`src/rtl/display_pkg.sv`:
```
// -----------------------------------------------------------------------------
// display_pkg
// Shared constants and types for the seven-segment display path.
//   SSD_DIGITS / SSD_DATA_W : geometry of the 8-digit, 32-bit display word.
//   disp_state_t            : capture/hold state of the source controller.
//   cnt_w()                 : counter width helper that never returns zero.
// -----------------------------------------------------------------------------
package display_pkg;

  localparam int SSD_DIGITS = 8;
  localparam int SSD_DATA_W = 32;

  typedef enum logic {
    DS_WAIT,
    DS_HOLD
  } disp_state_t;

  // Width of a counter that runs 0..limit-1; a limit of 1 still needs one bit.
  function automatic int cnt_w(input int limit);
    return (limit < 2) ? 1 : $clog2(limit);
  endfunction

endpackage

```
`src/rtl/display_src_ctrl_zero_blank_mask.sv`:
```
// -----------------------------------------------------------------------------
// zero_blank_mask
// Combinational leading-zero blanking mask for an 8-digit hex display.
//   word : 32-bit displayed value, nibble 7 is the leftmost digit.
//   mask : bit i set iff any nibble j >= i is nonzero; bit 0 always set so
//          a zero word still shows a single "0".
// Only instantiated when DISPLAY_SRC_CTRL_BLANK_EN is defined.
// -----------------------------------------------------------------------------
module zero_blank_mask
  import display_pkg::*;
(
  input  logic [SSD_DATA_W-1:0] word,
  output logic [SSD_DIGITS-1:0] mask
);

  logic seen;

  always_comb begin
    // NOTE: every variable assigned in always_comb gets a default first, so
    // no path leaves it unassigned and no latch is inferred.
    seen = 1'b0;
    mask = '0;
    // Scan from the leftmost digit; once a nonzero nibble is seen, every
    // digit to its right stays lit.
    for (int i = SSD_DIGITS - 1; i >= 0; i--) begin
      seen    = seen | (|word[4*i +: 4]);
      mask[i] = seen;
    end
    mask[0] = 1'b1;
  end

endmodule

```
`src/rtl/display_src_ctrl.sv`:
```
// -----------------------------------------------------------------------------
// display_src_ctrl
// Shares the 8-digit seven-segment display among NUM_SRC 32-bit debug sources.
// The selected source is captured through a valid/ack handshake, re-sampled
// every REFRESH_CYCLES cycles, and the selection advances on a rising edge of
// next_btn or, with auto_en, after ROTATE_REFRESHES completed refreshes.
//
// Ports:
//   clk, nrst  : clock, synchronous active-low reset
//   src_data   : NUM_SRC packed 32-bit words, source k at [32k+31:32k]
//   src_valid  : per-source word available
//   src_ack    : one-cycle capture acknowledge (one-hot or zero)
//   next_btn   : synchronised button level, rising edge = next source
//   auto_en    : enable auto-rotation
//   freeze     : hold all state; no capture, counting or advance
//   seq_out    : displayed word, nibble 7 = leftmost digit
//   digit_en   : per-digit enable
//   sel_out    : selected source index
//
// Build option: define DISPLAY_SRC_CTRL_BLANK_EN for leading-zero blanking;
// otherwise digit_en is the constant 8'hFF.
// -----------------------------------------------------------------------------
module display_src_ctrl
  import display_pkg::*;
#(
  parameter int NUM_SRC          = 4,
  parameter int REFRESH_CYCLES   = 1000,
  parameter int ROTATE_REFRESHES = 8
) (
  input  logic                          clk,
  input  logic                          nrst,
  input  logic [SSD_DATA_W*NUM_SRC-1:0] src_data,
  input  logic [NUM_SRC-1:0]            src_valid,
  output logic [NUM_SRC-1:0]            src_ack,
  input  logic                          next_btn,
  input  logic                          auto_en,
  input  logic                          freeze,
  output logic [SSD_DATA_W-1:0]         seq_out,
  output logic [SSD_DIGITS-1:0]         digit_en,
  output logic [$clog2(NUM_SRC)-1:0]    sel_out
);

  localparam int SEL_W = $clog2(NUM_SRC);
  localparam int RW    = cnt_w(REFRESH_CYCLES);
  localparam int TW    = cnt_w(ROTATE_REFRESHES);

  disp_state_t           state, state_n;
  logic [SEL_W-1:0]      sel_n;
  logic [RW-1:0]         refresh_cnt, refresh_n;
  logic [TW-1:0]         rotate_cnt, rotate_n;
  logic                  btn_q;
  logic                  btn_edge, refresh_done, rotate_expire, advance, capture;
  logic [NUM_SRC-1:0]    ack_n;
  logic [SSD_DATA_W-1:0] cur_word;

  assign btn_edge      = next_btn & ~btn_q;
  assign refresh_done  = (state == DS_HOLD) && (refresh_cnt == RW'(REFRESH_CYCLES - 1));
  // The final refresh of a rotation period becomes an advance instead.
  assign rotate_expire = refresh_done && auto_en && (rotate_cnt == TW'(ROTATE_REFRESHES - 1));
  assign advance       = (btn_edge | rotate_expire) & ~freeze;
  assign cur_word      = src_data[SSD_DATA_W*int'(sel_out) +: SSD_DATA_W];

  // Next-state logic: an advance beats both capture and refresh.
  always_comb begin
    state_n   = state;
    sel_n     = sel_out;
    refresh_n = refresh_cnt;
    rotate_n  = rotate_cnt;
    if (!freeze) begin
      if (advance) begin
        sel_n     = (sel_out == SEL_W'(NUM_SRC - 1)) ? '0 : sel_out + 1'b1;
        state_n   = DS_WAIT;
        refresh_n = '0;
        rotate_n  = '0;
      end else begin
        if (!auto_en) rotate_n = '0;
        case (state)
          DS_WAIT: if (src_valid[sel_out]) state_n = DS_HOLD;
          DS_HOLD: begin
            if (refresh_done) begin
              refresh_n = '0;
              state_n   = DS_WAIT;
              if (auto_en) rotate_n = rotate_cnt + 1'b1;
            end else begin
              refresh_n = refresh_cnt + 1'b1;
            end
          end
          default: state_n = DS_WAIT;
        endcase
      end
    end
  end

  // Output decode: capture strobe and the ack value registered alongside it.
  always_comb begin
    capture = !freeze && !advance && (state == DS_WAIT) && src_valid[sel_out];
    ack_n   = capture ? (NUM_SRC'(1) << sel_out) : '0;
  end

  // State and registered outputs.
  always_ff @(posedge clk) begin
    // NOTE: sequential state uses non-blocking assignments so every register
    // samples pre-edge values regardless of statement order.
    if (!nrst) begin
      state       <= DS_WAIT;
      sel_out     <= '0;
      refresh_cnt <= '0;
      rotate_cnt  <= '0;
      btn_q       <= 1'b0;
      src_ack     <= '0;
      seq_out     <= '0;
    end else begin
      // The button history tracks the level even when frozen, so edges
      // arriving during freeze are consumed and lost.
      btn_q       <= next_btn;
      state       <= state_n;
      sel_out     <= sel_n;
      refresh_cnt <= refresh_n;
      rotate_cnt  <= rotate_n;
      src_ack     <= ack_n;
      if (capture) seq_out <= cur_word;
    end
  end

`ifdef DISPLAY_SRC_CTRL_BLANK_EN
  logic [SSD_DIGITS-1:0] mask_n;

  zero_blank_mask u_mask (
    .word (cur_word),
    .mask (mask_n)
  );

  always_ff @(posedge clk) begin
    if (!nrst)        digit_en <= 8'h01;
    else if (capture) digit_en <= mask_n;
  end
`else
  assign digit_en = 8'hFF;
`endif

endmodule
```
`config.mk`:
```
export PLATFORM = sky130hd
export DESIGN_NAME = display_src_ctrl
export DESIGN_NICKNAME = d
export VERILOG_FILES = /design/src/rtl/display_pkg.sv /design/src/rtl/display_src_ctrl_zero_blank_mask.sv /design/src/rtl/display_src_ctrl.sv
export SDC_FILE = /design/constraint.sdc
export NUM_CORES = 1
export LEC_CHECK = 0
export ABC_AREA = 0
export ABC_CLOCK_PERIOD_IN_PS = 3000
export CORE_AREA = 2 2 90 92
export DETAILED_ROUTE_END_ITERATION = 16
export DIE_AREA = 0 0 92 94
export PLACE_DENSITY_LB_ADDON = 0.1
export SYNTH_ARGS = -nofsm -noshare
export SYNTH_HDL_FRONTEND = slang
export SYNTH_SLANG_ARGS = --single-unit
```
`constraint.sdc`:
```
create_clock -name clk -period 3 [get_ports clk]
set_input_delay 0.9 -clock clk [delete_from_list [all_inputs] [get_ports clk]]
set_output_delay 0.9 -clock clk [all_outputs]
set_load 0.1 [all_outputs]
```
==> flow_summary.ini, run 1 <==
[placed_design]
io_buffer_count = 174
dp_slack_ps = -19.2
dp_cells = 543
place_congestion = 0.785
hpwl_um = 6400

[setup_path]
cp-endpoint = src_ack[1]$_SDFF_PP0_
r2r_slack_ps = 920
path_delay_family = simple AND/OR/NAND/NOR gates
worstSetupPathType = input pin to flip-flop
cp_slowest_cell = and4bb_4
r2r-end = src_ack[1]$_SDFF_PP0_
path_depth = 5
crit_path_start = src_valid[1]
critPathArrivalTime_ps = 2900
rr_startpoint = sel_out[0]$_SDFFE_PN0P_
crit_chain = clkdlybuf4s50_1 -> mux4_2 -> and4bb_4 -> nand2_1 -> nor3b_2
end_kind = flip-flop
r2r_cells = 4
crit_fanout = 66
startpoint_type = input pin
cp.required_ps = 3240
critical_path.max_stage_delay_ps = 820
crit_buf_inv = 1

[outcome]
status = finished, final reports clean

[yosys]
synth_xor_area_frac = 0.0227
yosysWarnings = 0
synthAdderAreaFrac = 0.0162
syn-cell-area_sq_um = 3090
syn_inst = 288
avgSynthCellArea_sq_um = 10.7
ys_ff_latch = 53
synth-seq-area-share = 0.344
muxShareOfSynthArea = 0.254
ys_types = 44
synthFlopType = dfxtp_1
synth_compound_area_frac = 0.107
async_reset_ff_frac = 0
synth_edf_count = 0
synth_top_family_by_area = multiplexers
synthSimpleGateAreaFrac = 0.184

[sta]
fmax_ghz = 0.376
timing.final.crit_share = 0.886
setup_violations = 0
post-route-min-period_ps = 2660
finalHoldViolCount = 0
setup-tns-final_ps = 0
slew_headroom = 0.399
worst_pin_slew_ps = 902
rsz0062_at_grt = no
hold_slack_ps = 453
slew_violations = 0
setup_slack_ps = 341
finalClockSkew_ps = 3.59

[clock_network]
cts_root_buffer = clkbuf_8
cts_buffers = 5
cts_tree = yes
hold_buffers = 0
postCtsResizedCells = 0
h-tree-depth = 2
clkTransAtPathRegs_ps = 100
cts_setup_buffers = 0
clk_latency_ps = 300
clockBufferDepth = 2
clock-sinks = 53

[die]
die_w_um = 92
initial_core_util = 0.406
rows = 32
die-area_sq_um = 8650
dieHeight_um = 94
ios = 183
core_area_sq_um = 7610

[routing]
drt_pass1_iterations = 4
vias = 2781
ant_nets = 0
routedWlPerCell_um = 14.9
route.detailed.drc = 0
routed_wl_um = 8200
routed_via_density = 5.05
drtIter0Drc = 70

[global_routing]
grt_use_total = 0.189
antenna_found_initial = 0
grt_pass1_wl_um = 13000
overflow = 0
grt_max_degree = 67
grt_pass1_vias = 2807

[pwr]
clockPowerShare = 0.291
seqPwrFrac = 0.381
combPwrFrac = 0.328
p_leak_nw = 1.81
peakVddDrop_v = 0.000204
power.internal_w = 0.00136
power.share.switching = 0.313
power_per_cell_area_nw_per_um2 = 406
p_sw_w = 0.000620

[cells_and_area]
final_cells = 551
diodes = 0
drive_above_1_share = 0.256
area_growth_pct = 58.0
multi_input_area_sq_um = 1830
fillCellCount = 625
fin_nets = 589
final_cell_mix = clkdlybuf4s50_1 (135), dfxtp_1 (51), buf_4 (42)
mostFrequentLayoutCell = clkdlybuf4s50_1
seqCellArea_sq_um = 1060

[flow_run]
cap_violations = 0

[min_path]
hold_class = flip-flop to flip-flop
==> state kept, by name, summed over array words and instances, names as in the netlist <==
register and flops:
refresh_cnt 10, src_ack 4, btn_q 1, seq_out 32, sel_out 2, rotate_cnt 3
state 1
==> Yosys cell counts, types with 2 or more instances <==
cell       count  area, sq um
mux2i_1        3         30.0
dfxtp_1       53         1060
o21ai_0        2         10.0
nor3b_2        2         25.0
buf_4         10         75.1
and4_1         3         26.3
nand3_2       10          100
and2_1         4         25.0
buf_6          6         67.6
xor2_1         7         61.3
mux4_2        33          743
nand2_1       36          135
ha_1           4         50.1
o21ai_2       12          105
nor2_1        10         37.5
buf_2          4         20.0
o2111ai_1      5         43.8
clkbuf_1      13         48.8
a21oi_1        2         10.0
o21ai_1       21          105
nand3_1       24          120
a22o_1         2         17.5
==> power groups by stage <==
stage / combinational, W / sequential [W] / clock, W
2_1_floorplan: 0.000251 / 0.000943 / 0
3_3_place_gp: 0.000648 / 0.000768 / 0
3_5_place_dp: 0.000656 / 0.000770 / 0
4_1_cts: 0.000656 / 0.000754 / 0.000590
5_1_grt: 0.000684 / 0.000758 / 0.000624
6_report: 0.000650 / 0.000754 / 0.000575
==> per-layer routing <==
| metal | track usage | part of all wire |
|---|---|---|
| met2 | 0.369 | 0.54 |
| met4 | 0.0460 | 0.014 |
| met1 | 0.193 | 0.36 |
| met5 | 0 | 0 |
| met3 | 0.0642 | 0.083 |
==> area by class of cell <==
class                   instances  area share
multi-input cells             207       0.376
repair buffers                180       0.351
flip-flops and latches         53       0.218
well taps                     102      0.0262
clock buffers                   5      0.0141
clock inverters                 3      0.0141
inverters                       1    0.000769
==> per-stage QoR <==
stage / util / power [W] / cell area [sq um]
3_5_place_dp: 0.623 / 0.00143 / 4740
4_1_cts: 0.641 / 0.00200 / 4880
5_1_grt: 0.641 / 0.00207 / 4880
6_report: 0.641 / 0.00198 / 4880
2_1_floorplan: - / 0.00119 / 3110
3_3_place_gp: 0.623 / 0.00142 / 4740
==> worst min-delay path by stage <==
| stage | startpoint | endpoint | slack [ps] | depth (start not counted) |
|---|---|---|---|---|
| floorplan | rotate_cnt[1]$_SDFFE_PN0N_ | rotate_cnt[1]$_SDFFE_PN0N_ | 450 | 1 |
| global placement | seq_out[10]$_SDFFE_PN0P_ | seq_out[10]$_SDFFE_PN0P_ | 440 | 2 |
| detailed placement | seq_out[28]$_SDFFE_PN0P_ | seq_out[28]$_SDFFE_PN0P_ | 440 | 2 |
| CTS | seq_out[28]$_SDFFE_PN0P_ | seq_out[28]$_SDFFE_PN0P_ | 450 | 2 |
| global route | seq_out[28]$_SDFFE_PN0P_ | seq_out[28]$_SDFFE_PN0P_ | 470 | 2 |
| finish | seq_out[30]$_SDFFE_PN0P_ | seq_out[30]$_SDFFE_PN0P_ | 450 | 2 |
==> worst reg2reg max path: cells and delay by family, from the launching register on <==
kind          cells  cell delay, ps
flops             1             370
mux               1             360
simple gates      3            1290
==> kinds of logic (layout without fill, tap and decap cells) <==
family,count (synthesis),count (layout)
simple gates,101,101
flops,53,53
compound gates,49,49
mux,37,37
buf+inv,35,189
xor+xnor,8,8
fa+ha+maj,4,4
other cells,1,8
Note: power is estimated with default switching activity, not from simulation.
==> run 2: changes to the inputs <==
CORE_AREA = 3 3 91 93   (was 2 2 90 92)
DIE_AREA = 0 0 94 96   (was 0 0 92 94)
TNS_END_PERCENT = 1   (was unset)
==> run 2 against run 1 <==
Effect of this change:
- routed wire length is 1.5% higher
- register-to-register slack hardly changed
- combinational power hardly changed
- core utilization is 0.84 points lower
- total power is 8.9% lower
- hold slack hardly changed
- clock-buffer cell count is 2 higher
- critical path type unchanged
- critical endpoint unchanged
- highest routed layer unchanged
==> flow_summary.ini, run 2 (same netlist as run 1, synthesis figures left out) <==
[outcome]
status = finished, final reports clean

[sta]
timing.final.crit_share = 0.899
fmax_ghz = 0.371
finalClockSkew_ps = 4.21
setup_slack_ps = 302
slew_violations = 0
finalHoldViolCount = 0
post-route-min-period_ps = 2700
setup_violations = 0
rsz0062_at_grt = no
slew_headroom = 0.394
worst_pin_slew_ps = 909

[cells_and_area]
seqCellArea_sq_um = 1060
mostFrequentLayoutCell = clkdlybuf4s50_1
largest_registers = seq_out (32), refresh_cnt (10), src_ack (4)
diodes = 0
fin_nets = 589
multi_input_area_sq_um = 1830
drive_above_1_share = 0.252
largest_reg_flops = 32
final_cell_mix = clkdlybuf4s50_1 (135), dfxtp_1 (51), buf_4 (43)
final_util = 0.633
final_cells = 550
area_growth_pct = 55.9
largest_register = seq_out
fillCellCount = 655

[placed_design]
hpwl_um = 6560
dp_cells = 543
dp_slack_ps = -37.8
io_buffer_count = 174
place_congestion = 0.759

[die]
rows = 32
die_w_um = 94
dieHeight_um = 96
initial_core_util = 0.406
die-area_sq_um = 9020
ios = 183
core_area_sq_um = 7610

[global_routing]
antenna_found_initial = 0
overflow = 0
grt_max_degree = 67
grt_pass1_wl_um = 12900
grt_use_total = 0.179
grt_pass1_vias = 2831

[routing]
drt_pass1_iterations = 5
routed_via_density = 5.06
routedWlPerCell_um = 15.1
routed_wl_um = 8320
drtIter0Drc = 38
ant_nets = 0
route.detailed.drc = 0
vias = 2784

[clock_network]
postCtsResizedCells = 0
clkTransAtPathRegs_ps = 90
h-tree-depth = 2
cts_buffers = 5
cts_tree = yes
clockBufferDepth = 2
hold_buffers = 0
clk_latency_ps = 290
cts_root_buffer = clkbuf_8
clock-sinks = 53
cts_setup_buffers = 0

[setup_path]
worstSetupPathType = input pin to flip-flop
crit_fanout = 66
r2r_slack_ps = 930
end_kind = flip-flop
r2r-end = src_ack[1]$_SDFF_PP0_
cp.required_ps = 3230
critPathArrivalTime_ps = 2920
startpoint_type = input pin
r2r_cells = 4
rr_startpoint = sel_out[0]$_SDFFE_PN0P_

[pwr]
p_total_w = 0.00180
peakVddDrop_v = 0.000201
power_per_cell_area_nw_per_um2 = 374
p_leak_nw = 1.78

[min_path]
worstHoldPathCells = 2
hold_end = seq_out[2]$_SDFFE_PN0P_
hold_class = flip-flop to flip-flop
min_from = seq_out[2]$_SDFFE_PN0P_

[flow_run]
cap_violations = 0
[run 2: layout make-up]
class | count | area share
clock buffer | 7 | 0.0179
inverter | 1 | 0.000780
multi-input combinational | 207 | 0.381
sequential | 53 | 0.221
tap | 102 | 0.0265
timing repair buffer | 180 | 0.353
[run 2: stage by stage]
step	hold WS [ps]	TNS, ps	area (sq um)
after floorplan	446	0	3110
after global routing	472	0	4810
final	453	0	4810
after global placement	437	0	4730
after CTS	455	0	4810
after detailed placement	443	-71.7	4730
[run 2: worst max-delay path, stage by stage]
cell and delay, ps:
clkdlybuf4s50_1 460, mux4_2 260, and4bb_4 830, nand2_1 250
nor3b_2 220
[run 2: where the power goes]
| group | leakage [nW] | switching, W | internal, W |
|---|---|---|---|
| combinational | 1.31 | 0.000362 | 0.000287 |
| clock | 0.0443 | 0.000215 | 0.000184 |
| sequential | 0.431 | 0.0000206 | 0.000733 |
| total | 1.78 | 0.000598 | 0.00120 |
[run 2: how the worst max path moves through the flow]
stage,start,to,slack [ps]
floorplan,sel_out[0]$_SDFFE_PN0P_,seq_out[14]$_SDFFE_PN0P_,620
global placement,src_valid[2],src_ack[1]$_SDFF_PP0_,30
detailed placement,src_valid[1],src_ack[1]$_SDFF_PP0_,-40
CTS,src_valid[1],src_ack[1]$_SDFF_PP0_,270
global route,src_valid[0],src_ack[1]$_SDFF_PP0_,190
finish,src_valid[1],src_ack[1]$_SDFF_PP0_,300
[run 2: per-layer routing]
layer	track usage	up-vias	routed length, um
met5	0	-	0
met3	0.0579	2	612
met2	0.342	100	4650
li1	-	1376	-
met4	0.0289	0	44
met1	0.196	1306	3010
==> run 3: changes to the inputs <==
CORE_AREA = 3 3 84 102   (was 3 3 91 93)
DIE_AREA = 0 0 87 105   (was 0 0 94 96)
==> run 3 against run 2 <==
Effect of this change:
- routed wire length rose by 0.61%
- sequential power barely moved
- global-route usage rose by 0.82 points
- design area rose by 0.52%
- hold slack improved by 1.3 ps
- fmax fell by 1.1%
- worst setup slack got worse by 29 ps
- flip-flop and latch count did not move
- register-to-register slack got worse by 40 ps
==> flow_summary.ini, run 3 (same netlist as run 1, synthesis figures left out) <==
[outcome]
status = finished, final reports clean

[setup_path]
rr_startpoint = sel_out[0]$_SDFFE_PN0P_
critPathArrivalTime_ps = 2960
cp.required_ps = 3240
critical_path.max_stage_delay_ps = 810
crit_buf_inv = 1
path_delay_family = simple AND/OR/NAND/NOR gates
cp_slowest_cell = and4bb_4
crit_fanout = 66
worstSetupPathType = input pin to flip-flop
crit_path_start = src_valid[3]
r2r_slack_ps = 890
end_kind = flip-flop
startpoint_type = input pin
crit_chain = clkdlybuf4s50_1 -> mux4_2 -> and4bb_4 -> nand2_1 -> nor3b_2

[global_routing]
grt_pass1_vias = 2896
grt_pass1_wl_um = 13600
grt_use_total = 0.187
top_usage_layer = met2
gr-usage-met2 = 0.345
antenna_found_initial = 0
overflow = 0
grt_max_degree = 67
grtUsageMet3 = 0.0552
met1_usage = 0.202

[sta]
setup_slack_ps = 273
post-route-min-period_ps = 2730
finalHoldViolCount = 0
finalClockSkew_ps = 5.82
slew_headroom = 0.397
slew_violations = 0
worst_pin_slew_ps = 904
timing.final.crit_share = 0.909
rsz0062_at_grt = no
setup_violations = 0
fmax_ghz = 0.367
setup-tns-final_ps = 0

[clock_network]
clkTransAtPathRegs_ps = 90
cts_setup_buffers = 0
cts_root_buffer = clkbuf_8
clockBufferDepth = 2
h-tree-depth = 2
hold_buffers = 0
postCtsResizedCells = 0
cts_tree = yes
clock-sinks = 53
clk_latency_ps = 300
cts_buffers = 5

[routing]
drtIter0Drc = 96
routed_via_density = 5.23
routed_wl_um = 8370
routedWlPerCell_um = 15.5
vias = 2829
drt_pass1_iterations = 4
route.detailed.drc = 0
ant_nets = 0

[die]
die-area_sq_um = 9140
core_area_sq_um = 7660
die_w_um = 87
rows = 35
ios = 183
dieHeight_um = 105
initial_core_util = 0.403

[cells_and_area]
mostFrequentLayoutCell = clkdlybuf4s50_1
largest_registers = seq_out (32), refresh_cnt (10), src_ack (4)
final_util = 0.632
area_growth_pct = 56.7
largest_register = seq_out
diodes = 0
largest_reg_flops = 32
fillCellCount = 667
fin_nets = 590
final_cell_mix = clkdlybuf4s50_1 (135), dfxtp_1 (51), buf_4 (43)
drive_above_1_share = 0.256

[min_path]
hold_class = flip-flop to flip-flop
min_from = seq_out[28]$_SDFFE_PN0P_

[placed_design]
io_buffer_count = 174
dp_slack_ps = -40.4
hpwl_um = 6660
place_congestion = 0.834

[pwr]
peakVddDrop_v = 0.000272
p_total_w = 0.00187
power_per_cell_area_nw_per_um2 = 387
p_leak_nw = 1.80

[flow_run]
cap_violations = 0
==> run 3: cell count changes in the layout (fill, tap and decap cells not counted), sizes merged <==
| cell | before | now |
|---|---|---|
| buf | 45 | 46 |
| bufinv | 0 | 1 |
| clkbuf | 7 | 5 |
| clkinv | 0 | 1 |
==> run 3: through the flow <==
step                area, sq um  hold slack (ps)  cells
detailed placement         4740              445    534
finish                     4840              454    541
global placement           4740              436    534
CTS                        4840              458    541
floorplan                  3110              446    295
global route               4840              471    541
==> run 3: layout make-up <==
class / count / area, sq um / share of cell area
timing repair buffer: 181 / 1720 / 0.355
clock buffer: 5 / 68.8 / 0.0142
sequential: 53 / 1060 / 0.220
multi-input combinational: 207 / 1830 / 0.379
clock inverter: 2 / 35.0 / 0.00724
inverter: 1 / 3.75 / 0.000776
tap: 92 / 115 / 0.0238
==> run 3: report_power, final <==
| group | internal, W | leakage [nW] | switching [W] |
|---|---|---|---|
| clock network | 0.000243 | 0.0540 | 0.000223 |
| logic | 0.000291 | 1.32 | 0.000364 |
| registers | 0.000733 | 0.431 | 0.0000206 |
| total | 0.00127 | 1.80 | 0.000607 |
==> run 3: worst min-delay path, cell delays in order (launching register included) <==
cell and delay, ps:
dfxtp_1 320, nand2_1 50, o21ai_1 50
==> run 3: worst paths after layout <==
check / endpoint / depth (start not counted)
worst max register to register: src_ack[1]$_SDFF_PP0_ / 4
worst min-delay path: seq_out[28]$_SDFFE_PN0P_ / 2
worst max-delay path: src_ack[1]$_SDFF_PP0_ / 5
worst min register to register: seq_out[28]$_SDFFE_PN0P_ / 2
==> run 3: layer usage <==
layer  share of wire  routed length [um]  up-vias
met5               0                   0        -
met4           0.016                 134        0
met3           0.071                 592       11
met2            0.56                4660       98
met1            0.36                2980     1339
li1                -                   -     1381
